## src/rtl/rename_map_table_if.sv

```systemverilog
// rename_map_table_if
//   Bundles the rename pipeline and free-list handshake signals of the
//   register rename map table. clk and reset stay plain module ports.
//
//   Signals (direction shown from the map table, the slave side):
//     en, rewind, rename           in   : stall enable, recovery, rename request
//     srcA, srcB, dest, destValid  in   : architectural operands of the instruction
//     newPhys                      in   : free physical register offered by the free list
//     takeReq                      out  : combinational take strobe to the free list
//     commit, commitDest,
//     commitPhys                   in   : retiring mapping
//     outValid, outPhysA, outPhysB,
//     outPhysDest, outOldPhys      out  : registered rename results
//
//   Modports: master = pipeline / testbench side, slave = rename_map_table.
interface rename_map_table_if;
  logic       en;
  logic       rewind;
  logic       rename;
  logic [4:0] srcA;
  logic [4:0] srcB;
  logic [4:0] dest;
  logic       destValid;
  logic [5:0] newPhys;
  logic       takeReq;
  logic       commit;
  logic [4:0] commitDest;
  logic [5:0] commitPhys;
  logic       outValid;
  logic [5:0] outPhysA;
  logic [5:0] outPhysB;
  logic [5:0] outPhysDest;
  logic [5:0] outOldPhys;

  modport master (
    output en, rewind, rename, srcA, srcB, dest, destValid, newPhys,
    output commit, commitDest, commitPhys,
    input  takeReq, outValid, outPhysA, outPhysB, outPhysDest, outOldPhys
  );

  modport slave (
    input  en, rewind, rename, srcA, srcB, dest, destValid, newPhys,
    input  commit, commitDest, commitPhys,
    output takeReq, outValid, outPhysA, outPhysB, outPhysDest, outOldPhys
  );
endinterface

```

## src/rtl/rename_map_table.sv

```systemverilog
// rename_map_table
//   Register rename map table with a speculative map (specMap) and a
//   committed map (commMap), 32 architectural x 6-bit physical entries each.
//   A rename reads both sources and the old destination mapping from specMap
//   (read-before-write, so aliased operands all see the pre-update values),
//   writes the new destination mapping on the same edge, and registers the
//   results one cycle later. Commits update commMap; rewind restores specMap
//   from commMap, including a commit on the same edge.
//
//   Ports:
//     clk   : clock, all state changes on the rising edge
//     reset : synchronous active-high reset, overrides everything
//     bus   : rename_map_table_if.slave (see interface header)
//
//   Optional feature:
//     RMT_ZERO_REG_EN - architectural register 0 is hardwired to physical 0:
//                       source reads return 0, dest 0 behaves as destValid=0,
//                       and commits to register 0 are ignored.
//
//   Handshake: takeReq is a pulse-per-cycle consume strobe toward the free
//   list. newPhys is assumed valid whenever takeReq is high (the free list has
//   no ready/empty back-pressure here; upstream must deassert en instead), and
//   the offered register is consumed on the rising edge where takeReq=1.
//   outValid is a single-cycle valid with no ready: downstream must accept it.
module rename_map_table (
  input logic                     clk,
  input logic                     reset,
  rename_map_table_if.slave       bus
);

  logic [5:0] spec_map [32];
  logic [5:0] comm_map [32];

  logic       dest_valid_eff;
  logic       commit_eff;
  logic       accept;
  logic       take;
  logic [5:0] rd_a;
  logic [5:0] rd_b;
  logic [5:0] rd_d;

  logic       out_valid_q;
  logic [5:0] out_phys_a_q;
  logic [5:0] out_phys_b_q;
  logic [5:0] out_phys_dest_q;
  logic [5:0] out_old_phys_q;

`ifdef RMT_ZERO_REG_EN
  assign dest_valid_eff = bus.destValid & (bus.dest != 5'd0);
  assign commit_eff     = bus.commit & (bus.commitDest != 5'd0);
  assign rd_a = (bus.srcA == 5'd0) ? 6'd0 : spec_map[bus.srcA];
  assign rd_b = (bus.srcB == 5'd0) ? 6'd0 : spec_map[bus.srcB];
  assign rd_d = (bus.dest == 5'd0) ? 6'd0 : spec_map[bus.dest];
`else
  assign dest_valid_eff = bus.destValid;
  assign commit_eff     = bus.commit;
  assign rd_a = spec_map[bus.srcA];
  assign rd_b = spec_map[bus.srcB];
  assign rd_d = spec_map[bus.dest];
`endif

  // A rename concurrent with rewind is dropped: it belongs to the squashed path.
  assign accept      = bus.en & bus.rename & ~bus.rewind;
  assign take        = accept & dest_valid_eff;
  assign bus.takeReq = take;

  always_ff @(posedge clk) begin
    if (reset) begin
      for (int i = 0; i < 32; i++) begin
        spec_map[i] <= 6'(i);
        comm_map[i] <= 6'(i);
      end
      out_valid_q     <= 1'b0;
      out_phys_a_q    <= 6'd0;
      out_phys_b_q    <= 6'd0;
      out_phys_dest_q <= 6'd0;
      out_old_phys_q  <= 6'd0;
    end else if (bus.en) begin
      if (commit_eff) begin
        comm_map[bus.commitDest] <= bus.commitPhys;
      end

      if (bus.rewind) begin
        // Forward the same-edge commit so the restored map is up to date.
        for (int i = 0; i < 32; i++) begin
          if (commit_eff && (bus.commitDest == 5'(i))) begin
            spec_map[i] <= bus.commitPhys;
          end else begin
            spec_map[i] <= comm_map[i];
          end
        end
      end else if (take) begin
        spec_map[bus.dest] <= bus.newPhys;
      end

      out_valid_q <= accept;
      if (accept) begin
        out_phys_a_q    <= rd_a;
        out_phys_b_q    <= rd_b;
        out_old_phys_q  <= rd_d;
        out_phys_dest_q <= dest_valid_eff ? bus.newPhys : rd_d;
      end
    end
  end

  assign bus.outValid    = out_valid_q;
  assign bus.outPhysA    = out_phys_a_q;
  assign bus.outPhysB    = out_phys_b_q;
  assign bus.outPhysDest = out_phys_dest_q;
  assign bus.outOldPhys  = out_old_phys_q;

endmodule

```

## src/flat_wrapper.sv

```systemverilog
// flat-port wrapper written by rule: the top's interface ports become plain ports
module rename_map_table_flat 
  (clk, reset, bus_en, bus_rewind, bus_rename, bus_srcA, bus_srcB, bus_dest, bus_destValid, bus_newPhys, bus_commit, bus_commitDest, bus_commitPhys, bus_takeReq, bus_outValid, bus_outPhysA, bus_outPhysB, bus_outPhysDest, bus_outOldPhys);
  rename_map_table_if bus_i ();
  input logic clk;
  input logic reset;
  input wire logic [$bits(bus_i.en)-1:0] bus_en;
  input wire logic [$bits(bus_i.rewind)-1:0] bus_rewind;
  input wire logic [$bits(bus_i.rename)-1:0] bus_rename;
  input wire logic [$bits(bus_i.srcA)-1:0] bus_srcA;
  input wire logic [$bits(bus_i.srcB)-1:0] bus_srcB;
  input wire logic [$bits(bus_i.dest)-1:0] bus_dest;
  input wire logic [$bits(bus_i.destValid)-1:0] bus_destValid;
  input wire logic [$bits(bus_i.newPhys)-1:0] bus_newPhys;
  input wire logic [$bits(bus_i.commit)-1:0] bus_commit;
  input wire logic [$bits(bus_i.commitDest)-1:0] bus_commitDest;
  input wire logic [$bits(bus_i.commitPhys)-1:0] bus_commitPhys;
  output wire logic [$bits(bus_i.takeReq)-1:0] bus_takeReq;
  output wire logic [$bits(bus_i.outValid)-1:0] bus_outValid;
  output wire logic [$bits(bus_i.outPhysA)-1:0] bus_outPhysA;
  output wire logic [$bits(bus_i.outPhysB)-1:0] bus_outPhysB;
  output wire logic [$bits(bus_i.outPhysDest)-1:0] bus_outPhysDest;
  output wire logic [$bits(bus_i.outOldPhys)-1:0] bus_outOldPhys;
  assign bus_i.en = bus_en;
  assign bus_i.rewind = bus_rewind;
  assign bus_i.rename = bus_rename;
  assign bus_i.srcA = bus_srcA;
  assign bus_i.srcB = bus_srcB;
  assign bus_i.dest = bus_dest;
  assign bus_i.destValid = bus_destValid;
  assign bus_i.newPhys = bus_newPhys;
  assign bus_i.commit = bus_commit;
  assign bus_i.commitDest = bus_commitDest;
  assign bus_i.commitPhys = bus_commitPhys;
  assign bus_takeReq = bus_i.takeReq;
  assign bus_outValid = bus_i.outValid;
  assign bus_outPhysA = bus_i.outPhysA;
  assign bus_outPhysB = bus_i.outPhysB;
  assign bus_outPhysDest = bus_i.outPhysDest;
  assign bus_outOldPhys = bus_i.outOldPhys;
  rename_map_table u_core (.clk(clk), .reset(reset), .bus(bus_i));
endmodule
```

## config.mk

```make
export PLATFORM = sky130hd
export DESIGN_NAME = rename_map_table_flat
export DESIGN_NICKNAME = d
export VERILOG_FILES = /design/src/rtl/rename_map_table_if.sv /design/src/rtl/rename_map_table.sv /design/src/flat_wrapper.sv
export SDC_FILE = /design/constraint.sdc
export NUM_CORES = 1
export LEC_CHECK = 0
export ABC_CLOCK_PERIOD_IN_PS = 4500
export BUFFER_PORTS_ARGS = -buffer_cell sky130_fd_sc_hd__buf_2
export CAP_MARGIN = 25
export CORE_ASPECT_RATIO = 1.25
export CORE_MARGIN = 8
export CORE_UTILIZATION = 47
export DETAILED_ROUTE_END_ITERATION = 8
export GPL_ROUTABILITY_DRIVEN = 0
export MAX_ROUTING_LAYER = met4
export SLEW_MARGIN = 20
export SYNTH_ARGS = -nofsm -noshare
export SYNTH_HDL_FRONTEND = slang
export SYNTH_SLANG_ARGS = --single-unit
```

## constraint.sdc

```tcl
create_clock -name clk -period 4.5 [get_ports clk]
set_input_delay 0.675 -clock clk [delete_from_list [all_inputs] [get_ports clk]]
set_output_delay 0.675 -clock clk [all_outputs]
set_load 0.005 [all_outputs]
```

Word level (Yosys, flattened, before mapping). Memory sizes are Yosys's and may differ from the RTL's. A register that Yosys moved wholly into a read port is not among the register bits. Index checks and enable logic that the tools add are counted.

Memory bits (writable): 384. Logic and storage cells: 542. Output and inout port bits: 26. Memories: 2. Register bits after elaboration: 13. Input port bits: 39.

Memories: u_core.comm_map (words 32, width 6, rd ports 32, clocked after memory_dff 0, write ports 32, RTL line rename_map_table.sv:32) `logic [5:0] comm_map [32];`; u_core.spec_map (words 32, width 6, rd ports 3, clocked after memory_dff 2, write ports 32, RTL line rename_map_table.sv:31) `logic [5:0] spec_map [32];`.

Equality and inequality tests: 31. Reduce and logical (&&, ||, !) cells: 36. Mux-type cells: 402. Bitwise operators: 68.

Operators with widths (count): 6-bit two-way mux (67); 1-bit two-way mux (333); 5-bit equality test, second input constant (16); 1-bit bitwise OR (64); 5-bit by 4-bit equality test with 1-bit output, second input constant (8); 1-bit logical AND (32); 5-bit by 3-bit equality test with 1-bit output, second input constant (4); 6-bit OR reduction (2); 5-bit by 2-bit equality test with 1-bit output, second input constant (2); 5-bit two-way mux (2); 5-bit by 1-bit equality test with 1-bit output, second input constant (1); 5-bit zero test (1); 1-bit AND (3); 2-bit AND reduction (1); 1-bit NOT (1).

Longest topological paths before layout.
Word-level depth: 10. Gate-level depth with buffers: 8. Gate-level depth less buffers: 5.

Least setup slack after synthesis. Ideal clock, no wire load.

Kind: input port to flip-flop. Start: in bus_en. End: mem u_core.spec_map[4][0] (enable). Arrival time: 2.193 ns. Path slack: 1.929 ns. Stages on the path: 7. Data required time: 4.123 ns. Path buffers: 3. Setup time: 0.377 ns. Cells stage by stage: buf_4 -> and4b_1 -> buf_4 -> nor3b_4 -> nand2_2 -> buf_2 -> o21ai_0.

RTL lines: start, declared (RTL line flat_wrapper.sv:7) `input wire logic [$bits(bus_i.en)-1:0] bus_en;`; end, declared (RTL line rename_map_table.sv:31).

==> tab_implementation.tex <==
\begin{tabular}{lr}
\hline
Metric & Value \\
\hline
\multicolumn{2}{l}{\textbf{Outcome}} \\
Status & finished clean \\
\multicolumn{2}{l}{\textbf{Finish}} \\
Layout cells sized above 1 & 17.8\% \\
Nets & roughly 2k \\
Finished layout cell area & 25,700 µm² \\
Count of fill cells added during filler insertion & 4,414 \\
Growth of design area from synthesis to finish & 8.24\% \\
Filler-free cell count of the finished design & 2,656 \\
Flip-flop and latch area & 12,000 µm² \\
Multi-input combinational cell area & between 10,000 and 15,000 µm² \\
Utilization after layout & 51.3\% \\
Number of diodes added for antenna fixing & 0 \\
\multicolumn{2}{l}{\textbf{Worst setup path}} \\
Setup Crit Path Kind & input pin to flop \\
Cells along the critical path & buf\_2 > and4b\_1 > nand4\_1 > nor2\_1 > o31ai\_1 \\
R2R depth & 4 \\
Maximum fanout along the worst path & 12 \\
Element type at the critical path end & flop \\
Sort of element at the start of the critical path & input pin \\
Required time of the critical path & between 4 and 5 ns \\
Highest cell delay on the worst timing path & 0.91 ns \\
Worst Path Arrival & 3.37 ns \\
Kind of cell adding the most delay to the critical path & simple AND/OR/NAND/NOR gates \\
Path length in cells of the critical path & 5 \\
Slowest CP cell & sky130\_fd\_sc\_hd\_\_nor2\_1 \\
Total buffers and inverters traversed by the critical path & 1 \\
\multicolumn{2}{l}{\textbf{CTS}} \\
Clock latency on the worst-skew pair & 0.56 ns \\
Hold buffer count at cts & 0 \\
Register clock-pin slew on the reported worst setup and hold paths & 0.06 ns \\
Clock tree from TritonCTS & yes \\
Largest buffer count on any clock path & 3 \\
Sink count of the clock tree & 409 \\
Root buf cell & sky130\_fd\_sc\_hd\_\_clkbuf\_16 \\
Total clock buffers created by CTS & 42 \\
Post-CTS setup buffer count & 0 \\
Number of H-tree levels & 2 \\
Cts repair resizes & 0 \\
\multicolumn{2}{l}{\textbf{Placed design}} \\
Post-detailed-placement half-perimeter wirelength & 60,400 µm \\
DP Area & 24,400 µm² \\
Number of placed instances with taps included & 2,577 \\
Count of buffers from port buffering & 64 \\
\multicolumn{2}{l}{\textbf{Power}} \\
Sw frac & 26.8\% \\
Combinational Power Share & 12.9\% \\
Cell-internal power & 6720 µW \\
Power per cell area & 357 nW/µm² \\
Leakage power total & around 0.009 µW \\
Fraction of power consumed by sequential logic & 49.8\% \\
Clk pwr share & 37.2\% \\
Overall Power & 9180 µW \\
Net switching power of the design & 2460 µW \\
Max rail drop VDD & 0.235 mV \\
\multicolumn{2}{l}{\textbf{Hold path}} \\
Path type of the worst min-delay path & flop to flop \\
Worst hold stages & 2 \\
\multicolumn{2}{l}{\textbf{Synth}} \\
Register bit count reported by yosys & between 400 and 500 \\
Average footprint of a synthesized cell & about 12 µm² \\
Distinct cells, synth & 64 \\
Synthesized net count & approximately 2k \\
Count of flip-flops with a built-in enable after synthesis & between 300 and 400 \\
Synth Cell Area & approximately 24,000 µm² \\
Register area share after synthesis & 50.6\% \\
Most common flop cell mapped by yosys & sky130\_fd\_sc\_hd\_\_edfxtp\_1 \\
Fraction of synthesis flops using an asynchronous set or reset pin & 0\% \\
Number of standard cells after synthesis & 2,022 \\
Warnings from Yosys & 0 \\
\multicolumn{2}{l}{\textbf{STA}} \\
Setup TNS & 0 ns \\
Min Tclk post-route & 3.10 ns \\
Highest Clock Rate & 323 MHz \\
Unrepaired setup endpoints after global routing & no \\
Final-report max-slew violation count & 0 \\
\# setup viols final & 0 \\
Clock skew after layout & between 0.015 and 0.02 ns \\
Part of the cycle the worst path needs & 68.9\% \\
Slew of the pin with the lowest slew margin & 1.13 ns \\
Worst slew margin & 24.9\% \\
Count of final hold-check violations & 0 \\
\multicolumn{2}{l}{\textbf{GRT}} \\
Total Routing Usage GR & $\sim$30\% \\
Vias in the first global route & 17.6k \\
Global-route wire length before repair & approximately 120,000 µm \\
Overflow after GRT & 0 \\
Initial antenna violation count & 1 \\
Pin count of the biggest net entering global routing & 70 \\
\multicolumn{2}{l}{\textbf{Floorplan}} \\
Die area & a little under 60,000 µm² \\
Die extent in x & 217 µm \\
Initial core utilization & 47.4\% \\
Number of I/O pins & 65 \\
Row count & 92 \\
Vert. Die Dim & 267 µm \\
Floorplan core area & approximately 50,000 µm² \\
\multicolumn{2}{l}{\textbf{Route}} \\
Vias/cell & roughly 6.9 \\
Number of DRC violations after detailed-routing iteration 0 & around 2.4k \\
Pre-Repair DR Iteration Count & 7 \\
Post-detailed-route wirelength per cell & 32.1 µm \\
Number of remaining DRC errors & 0 \\
Post-DRT Antenna Nets & 0 \\
Via count & around 18k \\
Routed wire length & around 85,000 µm \\
\multicolumn{2}{l}{\textbf{Job}} \\
Max\_cap viols & 0 \\
\hline
\end{tabular}
-- cell usage in the layout (no fill, tap or decap), types with 29 or more instances in the layout --
master	n
sky130_fd_sc_hd__edfxtp_1	384
sky130_fd_sc_hd__mux2i_1	246
sky130_fd_sc_hd__nand2_1	166
sky130_fd_sc_hd__nor2_1	115
sky130_fd_sc_hd__mux4_2	98
sky130_fd_sc_hd__nor3_1	83
sky130_fd_sc_hd__o21ai_0	67
sky130_fd_sc_hd__buf_2	64
sky130_fd_sc_hd__o22ai_1	58
sky130_fd_sc_hd__nand3_1	58
sky130_fd_sc_hd__buf_4	58
sky130_fd_sc_hd__a22oi_1	57
sky130_fd_sc_hd__a21oi_1	56
sky130_fd_sc_hd__clkbuf_16	43
sky130_fd_sc_hd__and3_1	33
sky130_fd_sc_hd__nor2b_1	32
sky130_fd_sc_hd__or3_1	29
-- power by group through the flow --
stage | Clock (µW) | Sequential (µW) | Combinational [µW]
after floorplan | 0 | 4540 | 776
after global placement | 0 | 4640 | 1140
after detailed placement | 0 | 4640 | 1160
after CTS | 3430 | 4560 | 1160
after global routing | 3550 | 4580 | 1240
final | 3420 | 4570 | 1190
-- state kept, by name (all words and copies together) (netlist names) --
| register | cells |
|---|---|
| u_core.bus.outOldPhys | 6 |
| u_core.bus.outPhysA | 6 |
| u_core.bus.outPhysB | 6 |
| u_core.bus.outPhysDest | 6 |
| u_core.bus.outValid | 1 |
| u_core.comm_map | 192 |
| u_core.spec_map | 192 |
-- through the flow --
step | setup slack [ns] | hold WS [ns]
3_5_place_dp | 1.03 | 0.488
2_1_floorplan | 1.93 | 0.466
3_3_place_gp | 1.01 | 0.475
4_1_cts | 1.61 | 0.499
5_1_grt | 1.30 | 0.554
6_report | 1.40 | 0.497
-- per-layer routing --
metal | vias to the layer above | GRT usage, % | share of wire (%)
li1 | 7715 | - | -
met1 | 9261 | 37.4 | 38
met2 | 1190 | 46.9 | 47
met3 | 272 | 4.79 | 9.6
met4 | 0 | 13.6 | 5.1
met5 | - | - | 0
-- Yosys cell counts (57+ instances only) --
cell	instances	area [µm²]
sky130_fd_sc_hd__a21oi_1	57	285
sky130_fd_sc_hd__a22oi_1	57	428
sky130_fd_sc_hd__clkbuf_1	136	510
sky130_fd_sc_hd__edfxtp_1	384	11500
sky130_fd_sc_hd__mux2i_1	246	2460
sky130_fd_sc_hd__mux4_2	98	2210
sky130_fd_sc_hd__nand2_1	166	623
sky130_fd_sc_hd__nand3_1	58	290
sky130_fd_sc_hd__nor2_1	116	435
sky130_fd_sc_hd__nor3_1	83	415
sky130_fd_sc_hd__o21ai_0	67	335
sky130_fd_sc_hd__o22ai_1	58	363
-- kinds of logic (layout without fill, tap and decap cells) --
logic type             after synthesis  after routing  synth area share [%]
AOI/OAI and AO/OA                  383            383                  10.8
buffers and inverters              241            217                  4.64
DFF                                409            409                  50.6
and+or+nand+nor                    617            617                  13.0
muxes                              372            372                  21.0
-- layout make-up --
| type | count | area share, % |
|---|---|---|
| Clock inverter | 24 | 0.749 |
| Tap cell | 658 | 3.20 |
| Sequential cell | 409 | 46.7 |
| Multi-Input combinational cell | 1372 | 41.4 |
| Timing Repair Buffer | 127 | 3.30 |
| Inverter | 13 | 0.190 |
| Clock buffer | 53 | 4.38 |
-- tightest hold or removal path: stages, from the launching register on --
cell	delay, ns
sky130_fd_sc_hd__dfxtp_1	0.31
sky130_fd_sc_hd__nand2b_1	0.08
sky130_fd_sc_hd__a21oi_1	0.06
-- worst paths after layout --
check,startpoint,end,slack (ns)
worst min-delay path,u_core.bus.outValid,u_core.bus.outValid,0.50
worst max-delay path,bus_en,u_core.spec_map[24][0],1.40
worst max register to register,u_core.spec_map[20][5],u_core.bus.outPhysB[5],2.43
worst min register to register,u_core.bus.outValid,u_core.bus.outValid,0.50
Note: power is estimated with default switching activity, not from simulation.
